===== src/rtl/uart_host_if_if.sv =====
// Bus and UART-side signal bundle for uart_host_if.
// master = CPU/UART-core side driver, slave = the host interface block.
interface uart_host_if_if;
    logic [1:0]  addr;
    logic        wr_en;
    logic        rd_en;
    logic [31:0] wdata;
    logic [31:0] rdata;
    logic [7:0]  rx_data;
    logic        rx_status;
    logic [7:0]  tx_data;
    logic        tx_en;
    logic        tx_status;
    logic        irq;

    modport master (
        output addr, wr_en, rd_en, wdata, rx_data, rx_status, tx_status,
        input  rdata, tx_data, tx_en, irq
    );

    modport slave (
        input  addr, wr_en, rd_en, wdata, rx_data, rx_status, tx_status,
        output rdata, tx_data, tx_en, irq
    );
endinterface


===== src/rtl/uart_host_if.sv =====
// CPU bus <-> UART core bridge: TX/RX FIFOs, CON register, TX handshake FSM and level irq.
// Define UART_HOST_LOOPBACK_EN to route each TX byte straight into the RX FIFO.
module uart_host_if #(
    parameter int unsigned FIFO_DEPTH = 4,
    parameter int unsigned TX_TIMEOUT = 16
) (
    input logic           sysclk,
    input logic           rst,
    uart_host_if_if.slave bus
);
    localparam int unsigned AW = $clog2(FIFO_DEPTH);
    localparam int unsigned CW = (TX_TIMEOUT > 1) ? $clog2(TX_TIMEOUT) : 1;
    localparam logic [AW:0]   PTR_ONE  = (AW + 1)'(1);
    localparam logic [CW-1:0] CNT_ONE  = CW'(1);
    localparam logic [CW-1:0] CNT_LAST = CW'(TX_TIMEOUT - 1);

    typedef enum logic [1:0] {StIdle, StWaitBusy, StWaitIdle} tx_state_e;

    tx_state_e     state_q, state_d;
    logic [CW-1:0] cnt_q, cnt_d;
    logic          tx_en_q, tx_en_d;
    logic [7:0]    tx_data_q, tx_data_d;
    logic          irq_q, irq_d;
    logic          tx_irq_en_q, rx_irq_en_q, overrun_q, overrun_d;

    logic [7:0]    tx_mem_q [FIFO_DEPTH];
    logic [7:0]    rx_mem_q [FIFO_DEPTH];
    logic [AW:0]   tx_wptr_q, tx_rptr_q, rx_wptr_q, rx_rptr_q;

    logic          wr_txd, rd_rxd, wr_con;
    logic          tx_empty, tx_full, tx_push, tx_pop, tx_ready, tx_busy;
    logic          rx_empty, rx_full, rx_push, rx_pop, overrun_set;
    logic          rx_in_valid;
    logic [7:0]    rx_in_byte, tx_head, rx_head;
    logic [31:0]   con_rd;
    logic          unused_wdata;

    assign wr_txd = bus.wr_en && (bus.addr == 2'd0);
    assign rd_rxd = bus.rd_en && (bus.addr == 2'd1);
    assign wr_con = bus.wr_en && (bus.addr == 2'd2);

    // Full when pointers match in index but differ in the wrap bit.
    assign tx_empty = (tx_wptr_q == tx_rptr_q);
    assign tx_full  = (tx_wptr_q[AW] != tx_rptr_q[AW]) &&
                      (tx_wptr_q[AW-1:0] == tx_rptr_q[AW-1:0]);
    assign rx_empty = (rx_wptr_q == rx_rptr_q);
    assign rx_full  = (rx_wptr_q[AW] != rx_rptr_q[AW]) &&
                      (rx_wptr_q[AW-1:0] == rx_rptr_q[AW-1:0]);

    assign tx_head = tx_mem_q[tx_rptr_q[AW-1:0]];
    assign rx_head = rx_mem_q[rx_rptr_q[AW-1:0]];
    assign tx_push = wr_txd && !tx_full;

`ifdef UART_HOST_LOOPBACK_EN
    logic unused_rx;
    assign unused_rx   = ^{bus.rx_data, bus.rx_status};
    assign tx_ready    = 1'b1;
    assign rx_in_valid = tx_pop;
    assign rx_in_byte  = tx_head;
`else
    assign tx_ready    = bus.tx_status;
    assign rx_in_valid = bus.rx_status;
    assign rx_in_byte  = bus.rx_data;
`endif

    // A pop on a full RX FIFO frees the slot the concurrent push lands in.
    assign rx_pop      = rd_rxd && !rx_empty;
    assign rx_push     = rx_in_valid && (!rx_full || rx_pop);
    assign overrun_set = rx_in_valid && rx_full && !rx_pop;

    assign tx_busy = (state_q != StIdle) || !tx_empty;
    assign con_rd  = {26'b0, tx_busy, overrun_q, !rx_empty, tx_full, rx_irq_en_q, tx_irq_en_q};
    assign unused_wdata = ^bus.wdata[31:8];

    always_comb begin
        state_d   = state_q;
        cnt_d     = cnt_q;
        tx_pop    = 1'b0;
        tx_en_d   = 1'b0;
        tx_data_d = tx_data_q;
        unique case (state_q)
            StIdle: begin
                if (!tx_empty && tx_ready) begin
                    tx_pop = 1'b1;
`ifndef UART_HOST_LOOPBACK_EN
                    tx_en_d   = 1'b1;
                    tx_data_d = tx_head;
                    cnt_d     = '0;
                    state_d   = StWaitBusy;
`endif
                end
            end
            StWaitBusy: begin
                if (!bus.tx_status) begin
                    state_d = StWaitIdle;
                end else if (cnt_q == CNT_LAST) begin
                    state_d = StIdle;
                end else begin
                    cnt_d = cnt_q + CNT_ONE;
                end
            end
            StWaitIdle: begin
                if (bus.tx_status) begin
                    state_d = StIdle;
                end
            end
            default: state_d = StIdle;
        endcase
    end

    always_comb begin
        overrun_d = overrun_q;
        if (overrun_set) begin
            overrun_d = 1'b1;
        end else if (wr_con && bus.wdata[4]) begin
            overrun_d = 1'b0;
        end
        irq_d = (rx_irq_en_q && !rx_empty) ||
                (tx_irq_en_q && tx_empty && (state_q == StIdle));
    end

    always_comb begin
        bus.rdata = 32'b0;
        if (bus.rd_en) begin
            case (bus.addr)
                2'd1:    bus.rdata = rx_empty ? 32'b0 : {24'b0, rx_head};
                2'd2:    bus.rdata = con_rd;
                default: bus.rdata = 32'b0;
            endcase
        end
    end

    always_ff @(posedge sysclk) begin
        if (rst) begin
            state_q     <= StIdle;
            cnt_q       <= '0;
            tx_en_q     <= 1'b0;
            tx_data_q   <= 8'h00;
            irq_q       <= 1'b0;
            tx_irq_en_q <= 1'b0;
            rx_irq_en_q <= 1'b0;
            overrun_q   <= 1'b0;
            tx_wptr_q   <= '0;
            tx_rptr_q   <= '0;
            rx_wptr_q   <= '0;
            rx_rptr_q   <= '0;
        end else begin
            state_q   <= state_d;
            cnt_q     <= cnt_d;
            tx_en_q   <= tx_en_d;
            tx_data_q <= tx_data_d;
            irq_q     <= irq_d;
            overrun_q <= overrun_d;
            if (wr_con) begin
                tx_irq_en_q <= bus.wdata[0];
                rx_irq_en_q <= bus.wdata[1];
            end
            if (tx_push) tx_wptr_q <= tx_wptr_q + PTR_ONE;
            if (tx_pop)  tx_rptr_q <= tx_rptr_q + PTR_ONE;
            if (rx_push) rx_wptr_q <= rx_wptr_q + PTR_ONE;
            if (rx_pop)  rx_rptr_q <= rx_rptr_q + PTR_ONE;
        end
    end

    always_ff @(posedge sysclk) begin
        if (tx_push) tx_mem_q[tx_wptr_q[AW-1:0]] <= bus.wdata[7:0];
        if (rx_push) rx_mem_q[rx_wptr_q[AW-1:0]] <= rx_in_byte;
    end

    assign bus.tx_en   = tx_en_q;
    assign bus.tx_data = tx_data_q;
    assign bus.irq     = irq_q;
endmodule

===== src/flat_wrapper.sv =====
// flat-port wrapper written by rule: the top's interface ports become plain ports
module uart_host_if_flat 
#(
    parameter int unsigned FIFO_DEPTH = 4,
    parameter int unsigned TX_TIMEOUT = 16
)
  (sysclk, rst, bus_addr, bus_wr_en, bus_rd_en, bus_wdata, bus_rx_data, bus_rx_status, bus_tx_status, bus_rdata, bus_tx_data, bus_tx_en, bus_irq);
  uart_host_if_if bus_i ();
  input logic sysclk;
  input logic rst;
  input wire logic [$bits(bus_i.addr)-1:0] bus_addr;
  input wire logic [$bits(bus_i.wr_en)-1:0] bus_wr_en;
  input wire logic [$bits(bus_i.rd_en)-1:0] bus_rd_en;
  input wire logic [$bits(bus_i.wdata)-1:0] bus_wdata;
  input wire logic [$bits(bus_i.rx_data)-1:0] bus_rx_data;
  input wire logic [$bits(bus_i.rx_status)-1:0] bus_rx_status;
  input wire logic [$bits(bus_i.tx_status)-1:0] bus_tx_status;
  output wire logic [$bits(bus_i.rdata)-1:0] bus_rdata;
  output wire logic [$bits(bus_i.tx_data)-1:0] bus_tx_data;
  output wire logic [$bits(bus_i.tx_en)-1:0] bus_tx_en;
  output wire logic [$bits(bus_i.irq)-1:0] bus_irq;
  assign bus_i.addr = bus_addr;
  assign bus_i.wr_en = bus_wr_en;
  assign bus_i.rd_en = bus_rd_en;
  assign bus_i.wdata = bus_wdata;
  assign bus_i.rx_data = bus_rx_data;
  assign bus_i.rx_status = bus_rx_status;
  assign bus_i.tx_status = bus_tx_status;
  assign bus_rdata = bus_i.rdata;
  assign bus_tx_data = bus_i.tx_data;
  assign bus_tx_en = bus_i.tx_en;
  assign bus_irq = bus_i.irq;
  uart_host_if #(.FIFO_DEPTH(FIFO_DEPTH), .TX_TIMEOUT(TX_TIMEOUT)) u_core (.sysclk(sysclk), .rst(rst), .bus(bus_i));
endmodule

===== config.mk =====
export PLATFORM = sky130hd
export DESIGN_NAME = uart_host_if_flat
export DESIGN_NICKNAME = d
export VERILOG_FILES = /design/src/rtl/uart_host_if_if.sv /design/src/rtl/uart_host_if.sv /design/src/flat_wrapper.sv
export SDC_FILE = /design/constraint.sdc
export NUM_CORES = 1
export LEC_CHECK = 0
export BUFFER_PORTS_ARGS = -buffer_cell sky130_fd_sc_hd__buf_2
export CAP_MARGIN = 25
export CORE_AREA = 5 5 100 102
export DETAILED_ROUTE_END_ITERATION = 8
export DIE_AREA = 0 0 105 107
export PLACE_DENSITY = 0.81
export SYNTH_ARGS = -nofsm -noshare
export SYNTH_HDL_FRONTEND = slang
export SYNTH_SLANG_ARGS = --single-unit
export TNS_END_PERCENT = 100

===== constraint.sdc =====
create_clock -name sysclk -period 1.6 [get_ports sysclk]
set_input_delay 0.32 -clock sysclk [delete_from_list [all_inputs] [get_ports sysclk]]
set_output_delay 0.32 -clock sysclk [all_outputs]
set_load 0.05 [all_outputs]

## Word level (Yosys, flattened, before mapping)

Memories as Yosys holds them, arrays and structs flattened. A register that Yosys moved wholly into a read port is not among the register bits.
Cells that the tools add are included.

| word-level totals | value |
|---|---|
| latch bits | 0 |
| flip-flop bits (word level) | 23 |
| logic and storage cells | 87 |
| bits in writable memories | 64 |
| bits in read-only memories | 0 |
| input bits | 48 |
| output and inout port bits | 42 |
| memories | 2 |

Memories:

| memory | words | width | read ports | clocked after Yosys merged registers in | wr ports | line | text |
|---|---|---|---|---|---|---|---|
| u_core.rx_mem_q | 4 | 8 | 1 | 1 | 1 | uart_host_if.sv:27 | `logic [7:0] rx_mem_q [FIFO_DEPTH];` |
| u_core.tx_mem_q | 4 | 8 | 1 | 1 | 1 | uart_host_if.sv:26 | `logic [7:0] tx_mem_q [FIFO_DEPTH];` |

| cells by class | value |
|---|---|
| div/mod/pow operators | 0 |
| order comparisons | 0 |
| muxes and demuxes | 22 |
| bitwise gates (word level) | 0 |
| reduce and logical (&&, ||, !) cells | 31 |
| $add $sub $neg | 5 |
| shift operators | 0 |
| multiply operators | 0 |
| equality and inequality tests | 16 |

Operators by type and width:

| kind | number |
|---|---|
| one-hot mux 32 bit (2 select lines) | 1 |
| two-way mux 32 bit | 1 |
| logical AND 1 bit | 15 |
| adder 3 x 1 -> 3 bit, second input constant | 4 |
| two-way mux 2 bit | 6 |
| two-way mux 4 bit | 3 |
| two-way mux 1 bit | 8 |
| two-way mux 8 bit | 1 |
| one-hot mux 4 bit (2 select lines) | 1 |
| equality test 3 bit | 2 |
| inequality test 2 bit, second input constant | 3 |
| one-hot mux 2 bit (3 select lines) | 1 |
| nonzero test 2 bit | 3 |
| logical NOT 1 bit | 5 |
| adder 4 x 1 -> 4 bit, second input constant | 1 |
| equality test 2 x 1 -> 1 bit, second input constant | 2 |
| equality test 2 bit | 2 |
| equality test 2 bit, second input constant | 2 |
| equality test 4 bit, second input constant | 1 |
| logical NOT 2 bit | 2 |
| AND reduction 4 bit | 1 |
| logical OR 1 bit | 3 |
| inequality test 3 x 2 -> 1 bit, second input constant | 1 |
| AND reduction 3 bit | 1 |
| 3 further kinds | 4 |

## Logic depth before layout (Yosys ltp)

| logic depth | value |
|---|---|
| depth in word-level cells | 7 |
| mapped depth | 6 |
| gate-level depth less buffers | 6 |

## Least setup slack after synthesis

No wires, ideal clock.

| timing path | value |
|---|---|
| path kind | register -> output |
| from | register u_core.rx_wptr_q[0] |
| to | output bus_rdata[0] |
| stages on the path, launching flop included | 5 |
| required time | 1.280 ns |
| path slack | -0.755 ns |
| buffers on the path | 0 |
| arrival time | 2.035 ns |
| path through | dfxtp_1 > xnor2_1 > nand3_1 > nand4_1 > o21ai_0 |

| between the ends | value |
|---|---|
| longest elaborated chain between the ends | 4 |

Ends and longest elaborated chain:

| element | line | text |
|---|---|---|
| from (decl) | uart_host_if.sv:28 | `logic [AW:0] tx_wptr_q, tx_rptr_q, rx_wptr_q, rx_rptr_q;` |
| from (signal assigned) | uart_host_if.sv:160 | `if (rx_push) rx_wptr_q <= rx_wptr_q + PTR_ONE;` |
| equality test 3 bit | uart_host_if.sv:46 | `assign rx_empty = (rx_wptr_q == rx_rptr_q);` |
| two-way mux 8 bit | uart_host_if.sv:126 | `2'd1: bus.rdata = rx_empty ? 32'b0 : {24'b0, rx_head};` |
| one-hot mux 32 bit (2 select lines) | uart_host_if.sv:125 | `case (bus.addr)` |
| two-way mux 32 bit | uart_host_if.sv:124 | `if (bus.rd_en) begin` |
| to (decl) | flat_wrapper.sv:18 | `output wire logic [$bits(bus_i.rdata)-1:0] bus_rdata;` |

No other way between the ends.

==> impl_results.html <==
<table>
<tr><th>Metric</th><th>Value</th></tr>
<tr><th colspan="2">Floorplanning</th></tr>
<tr><td>Die span in y</td><td>107 um</td></tr>
<tr><td>Die width</td><td>105 um</td></tr>
<tr><td>Starting density of the core</td><td>47.24%</td></tr>
<tr><td>Number of rows in the core area</td><td>35</td></tr>
<tr><td>Core Footprint</td><td>9021 um2</td></tr>
<tr><td>Die Area</td><td>11240 um2</td></tr>
<tr><td>Top-Level Pins</td><td>90</td></tr>
<tr><th colspan="2">Flow run</th></tr>
<tr><td>Max Cap Violations</td><td>0</td></tr>
<tr><th colspan="2">Outcome</th></tr>
<tr><td>Outcome</td><td>complete, but fails checks</td></tr>
<tr><td>Violations in the final reports</td><td>negative setup slack</td></tr>
<tr><th colspan="2">Power and ir drop</th></tr>
<tr><td>Design Power</td><td>0.005120 W</td></tr>
<tr><td>VDD IR max</td><td>729.8 uV</td></tr>
<tr><td>Lkg Pwr</td><td>1.966 nW</td></tr>
<tr><td>Total power divided by cell area</td><td>990.0 nW/um2</td></tr>
<tr><th colspan="2">Worst setup path</th></tr>
<tr><td>FF-to-FF End</td><td>u_core.bus.tx_data[7]</td></tr>
<tr><td>Slowest stage delay, CP</td><td>510 ps</td></tr>
<tr><td>CP endpoint</td><td>bus_rdata[3]</td></tr>
<tr><td>Critical Path Source Type</td><td>flop</td></tr>
<tr><td>Launch point of the worst reg-to-reg path</td><td>u_core.tx_rptr_q[0]</td></tr>
<tr><td>Critical path required time</td><td>1280 ps</td></tr>
<tr><td>Ordered cell list for the critical path</td><td>buf_12, mux4_2, a21oi_2, nor2_2, buf_6</td></tr>
<tr><td>Endpoint class of the critical path</td><td>output port</td></tr>
<tr><td>Critical path start-end classification</td><td>flop to output port</td></tr>
<tr><td>Critical path depth</td><td>5</td></tr>
<tr><td>Master of the slowest instance on the critical path</td><td>sky130_fd_sc_hd__mux4_2</td></tr>
<tr><td>Bufs and invs on worst path</td><td>2</td></tr>
<tr><td>Crit path max fanout</td><td>8</td></tr>
<tr><td>Worst R2R Path Depth</td><td>5</td></tr>
<tr><td>Worst R2R Setup Slack</td><td>50 ps</td></tr>
<tr><td>Top delay family on crit path</td><td>multiplexers</td></tr>
<tr><td>Worst endpoint data arrival time</td><td>1710 ps</td></tr>
<tr><th colspan="2">Detailed routing</th></tr>
<tr><td>Average wire length per cell after detail routing</td><td>15.67 um</td></tr>
<tr><td>Count of antenna-violating nets left after detailed routing</td><td>0</td></tr>
<tr><td>Residual DRC count</td><td>0</td></tr>
<tr><td>DRT Wirelength</td><td>7.803 mm</td></tr>
<tr><td>Vias/cell</td><td>5.060</td></tr>
<tr><td>Pre-Repair DR Iteration Count</td><td>4</td></tr>
<tr><td>First-iteration detailed-routing DRC count</td><td>130</td></tr>
<tr><td>Detailed-route via count</td><td>2520</td></tr>
<tr><th colspan="2">Place</th></tr>
<tr><td>DP Cell Count</td><td>480</td></tr>
<tr><td>Half-perimeter wire length of the detailed placement result</td><td>5.578 mm</td></tr>
<tr><td>Final weighted congestion in routability-driven placement</td><td>0.7360</td></tr>
<tr><td>Number of buffers added on ports</td><td>41</td></tr>
<tr><th colspan="2">Clock tree</th></tr>
<tr><td>Clock tree root driver cell</td><td>sky130_fd_sc_hd__clkbuf_8</td></tr>
<tr><td>Clock-pin slew of the registers on the worst-case setup and hold paths</td><td>110 ps</td></tr>
<tr><td>Number of buffers created by CTS</td><td>9</td></tr>
<tr><td>Hold buffer count at cts</td><td>0</td></tr>
<tr><td>Depth of the CTS H-tree</td><td>3</td></tr>
<tr><td>Clock Sinks</td><td>97</td></tr>
<tr><td>CTS tree</td><td>done</td></tr>
<tr><td>Clk_lat worst skew</td><td>360 ps</td></tr>
<tr><td>Buffer depth of the longest clock path</td><td>2</td></tr>
<tr><th colspan="2">Yosys</th></tr>
<tr><td>Synth cell types</td><td>42</td></tr>
<tr><td>Top_reg_cell synth</td><td>sky130_fd_sc_hd__edfxtp_1</td></tr>
<tr><td>Sequential element share of the synthesized area</td><td>60.60%</td></tr>
<tr><td>Avg Cell Area, Syn</td><td>14.16 um2</td></tr>
<tr><td>Number of standard cells after synthesis</td><td>301</td></tr>
<tr><td>Number of flops mapped to enable cells by yosys</td><td>64</td></tr>
<tr><td>Fraction of registers with async set or reset after synthesis</td><td>0%</td></tr>
<tr><td>Mapped cell area</td><td>4262 um2</td></tr>
<tr><td>Number of synthesized register bits</td><td>97</td></tr>
<tr><td>Count of synthesis-stage warnings from yosys</td><td>0</td></tr>
<tr><th colspan="2">Global routing</th></tr>
<tr><td>Tot GR Track Use</td><td>14.11%</td></tr>
<tr><td>Total gr overflow</td><td>0</td></tr>
<tr><td>Largest net degree at the start of global routing</td><td>33</td></tr>
<tr><td>Met1 Usage GRT</td><td>15.66%</td></tr>
<tr><td>Busiest metal layer after global routing</td><td>met2</td></tr>
<tr><td>Met2 track utilization from global routing</td><td>26.08%</td></tr>
<tr><td>Antenna violations before repair</td><td>1</td></tr>
<tr><td>First-pass GRT wire length</td><td>12.58 mm</td></tr>
<tr><td>Number of global-route vias before repair</td><td>2643</td></tr>
<tr><td>Global-route track usage on met3</td><td>3.672%</td></tr>
<tr><th colspan="2">Final layout</th></tr>
<tr><td>Area growth from synthesis to layout</td><td>21.34%</td></tr>
<tr><td>Most common cell after layout, fill and taps aside</td><td>sky130_fd_sc_hd__edfxtp_1</td></tr>
<tr><td>Commonest cells after routing, fill and taps aside</td><td>sky130_fd_sc_hd__edfxtp_1, sky130_fd_sc_hd__buf_2, sky130_fd_sc_hd__buf_4, sky130_fd_sc_hd__dfxtp_1, sky130_fd_sc_hd__conb_1</td></tr>
<tr><td># fillers</td><td>712</td></tr>
<tr><td>Net total in the final layout</td><td>444</td></tr>
<tr><td>Layout Cells excl Fill</td><td>498</td></tr>
<tr><td>Antenna diode count</td><td>0</td></tr>
<tr><td>Share of cells above drive strength 1</td><td>38.76%</td></tr>
<tr><th colspan="2">Worst hold path</th></tr>
<tr><td>Worst Hold Launch</td><td>bus_wdata[5]</td></tr>
<tr><td>Min-delay worst type</td><td>input port to flop</td></tr>
<tr><th colspan="2">STA</th></tr>
<tr><td>Post-route minimum period</td><td>2028 ps</td></tr>
<tr><td>Setup repair after global routing missed its margin</td><td>true</td></tr>
<tr><td>Final count of hold timing violations</td><td>0</td></tr>
<tr><td>Skew final</td><td>15.94 ps</td></tr>
<tr><td>Setup TNS</td><td>-2907 ps</td></tr>
<tr><td>Number of endpoints failing setup at the final stage</td><td>8</td></tr>
<tr><td>Fin crit share</td><td>126.8%</td></tr>
<tr><td>Number of max-slew violations in the final report</td><td>0</td></tr>
<tr><td>Worst Setup Slack, final</td><td>-428.2 ps</td></tr>
<tr><td>Maximum clock frequency</td><td>493.0 MHz</td></tr>
</table>
[state kept, by name, indices dropped and copies added, names as in the netlist, named ones only]
signal              cells
u_core.tx_irq_en_q      1
u_core.cnt_q            4
u_core.bus.tx_en        1
u_core.tx_wptr_q        3
u_core.rx_wptr_q        3
u_core.tx_mem_q        32
u_core.rx_mem_q        32
u_core.bus.irq          1
u_core.overrun_q        1
u_core.bus.tx_data      8
u_core.tx_rptr_q        3
u_core.rx_rptr_q        3
u_core.state_q          2
u_core.rx_irq_en_q      1
[worst min-delay path by stage]
stage                                  endpoint  cells past startpoint  slack (ps)
after floorplan               u_core.state_q[1]                      1         400
after global placement         u_core.overrun_q                      2         460
after detailed placement       u_core.overrun_q                      2         470
after CTS                 u_core.tx_mem_q[3][5]                      1         150
after global routing      u_core.tx_mem_q[3][5]                      1         140
final                     u_core.tx_mem_q[3][5]                      1         160
[cells in the mapped netlist (all sizes together) (3+ instances only)]
cell type	count	area share [%]
nor2	23	2.0
nand2	12	1.1
nor2b	3	0.44
buf	28	5.1
a31oi	3	0.94
ha	14	4.1
inv	15	1.3
nand2b	3	0.44
a21oi	8	1.0
mux4	16	8.5
mux2i	14	3.3
edfxtp	64	45
o21ai	5	0.59
dfxtp	33	16
and2	8	1.2
xor2	5	1.2
nand3	8	0.94
nand3b	3	0.53
clkbuf	4	0.35
nand4	4	0.59
xnor2	11	2.3
[where the power goes]
group          switching (W)  internal (W)  leakage, nW  total, W
Clock               0.000935      0.000624        0.103   0.00156
Sequential         0.0000416       0.00275        0.852   0.00279
Combinational       0.000476      0.000291         1.01  0.000767
[area by class of cell]
type	instances	area [um2]	share of cell area, %
sequential	97	2590	50.08
clock inverter	7	81.33	1.573
inverter	15	56.30	1.089
timing repair buffer	78	578.1	11.18
multi-input combinational	181	1603	30.99
tap	111	138.9	2.686
clock buffer	9	123.9	2.395
[per-layer routing]
metal | wire length [um] | part of all wire, %
met1 | 3155 | 40
met2 | 4130 | 53
met3 | 401 | 5.1
met4 | 102 | 1.3
met5 | 13 | 0.17
[repair_timing]
item / CTS / global route
cloned: 0 / 1
setup buffers: 0 / 1
endpoints found under the setup margin: 24 / 43
gates resized for setup: 25 / 9
pin swaps: 3 / 1
[cells by family (layout without fill, tap and decap cells)]
family                     Yosys count  in the layout  synth area share (%)
and+or+nand+nor                     71             71                 8.338
other                                1             24               0.08800
xor gates and xnor gates            16             16                 3.464
buffers and inverters               47            109                 6.811
muxes                               30             30                 11.74
AOI/OAI and AO/OA                   25             26                 4.845
DFF                                 97             97                 60.60
adders and majority gates           14             14                 4.110
[worst reg2reg max path: cells and delay by family (launching register included)]
family,cells,cell delay [ps]
AO/OA/AOI/OAI,1,430
XOR/XNOR,1,210
buffers and inverters,1,160
flip-flops,1,390
multiplexers,1,200
AND/OR/NAND/NOR,1,60
[per-stage QoR]
step | setup slack [ps] | cell area [um2] | utilization (%) | hold slack (ps)
after floorplan | -251.0 | 4441 | - | 397.4
after global placement | -221.7 | 4856 | 53.83 | 455.4
after global routing | -511.5 | 5171 | 57.32 | 139.5
after CTS | -454.0 | 5124 | 56.80 | 146.5
after detailed placement | -251.1 | 4856 | 53.83 | 465.0
final | -428.2 | 5171 | 57.32 | 164.6
Power figures use the tool's default switching activity.
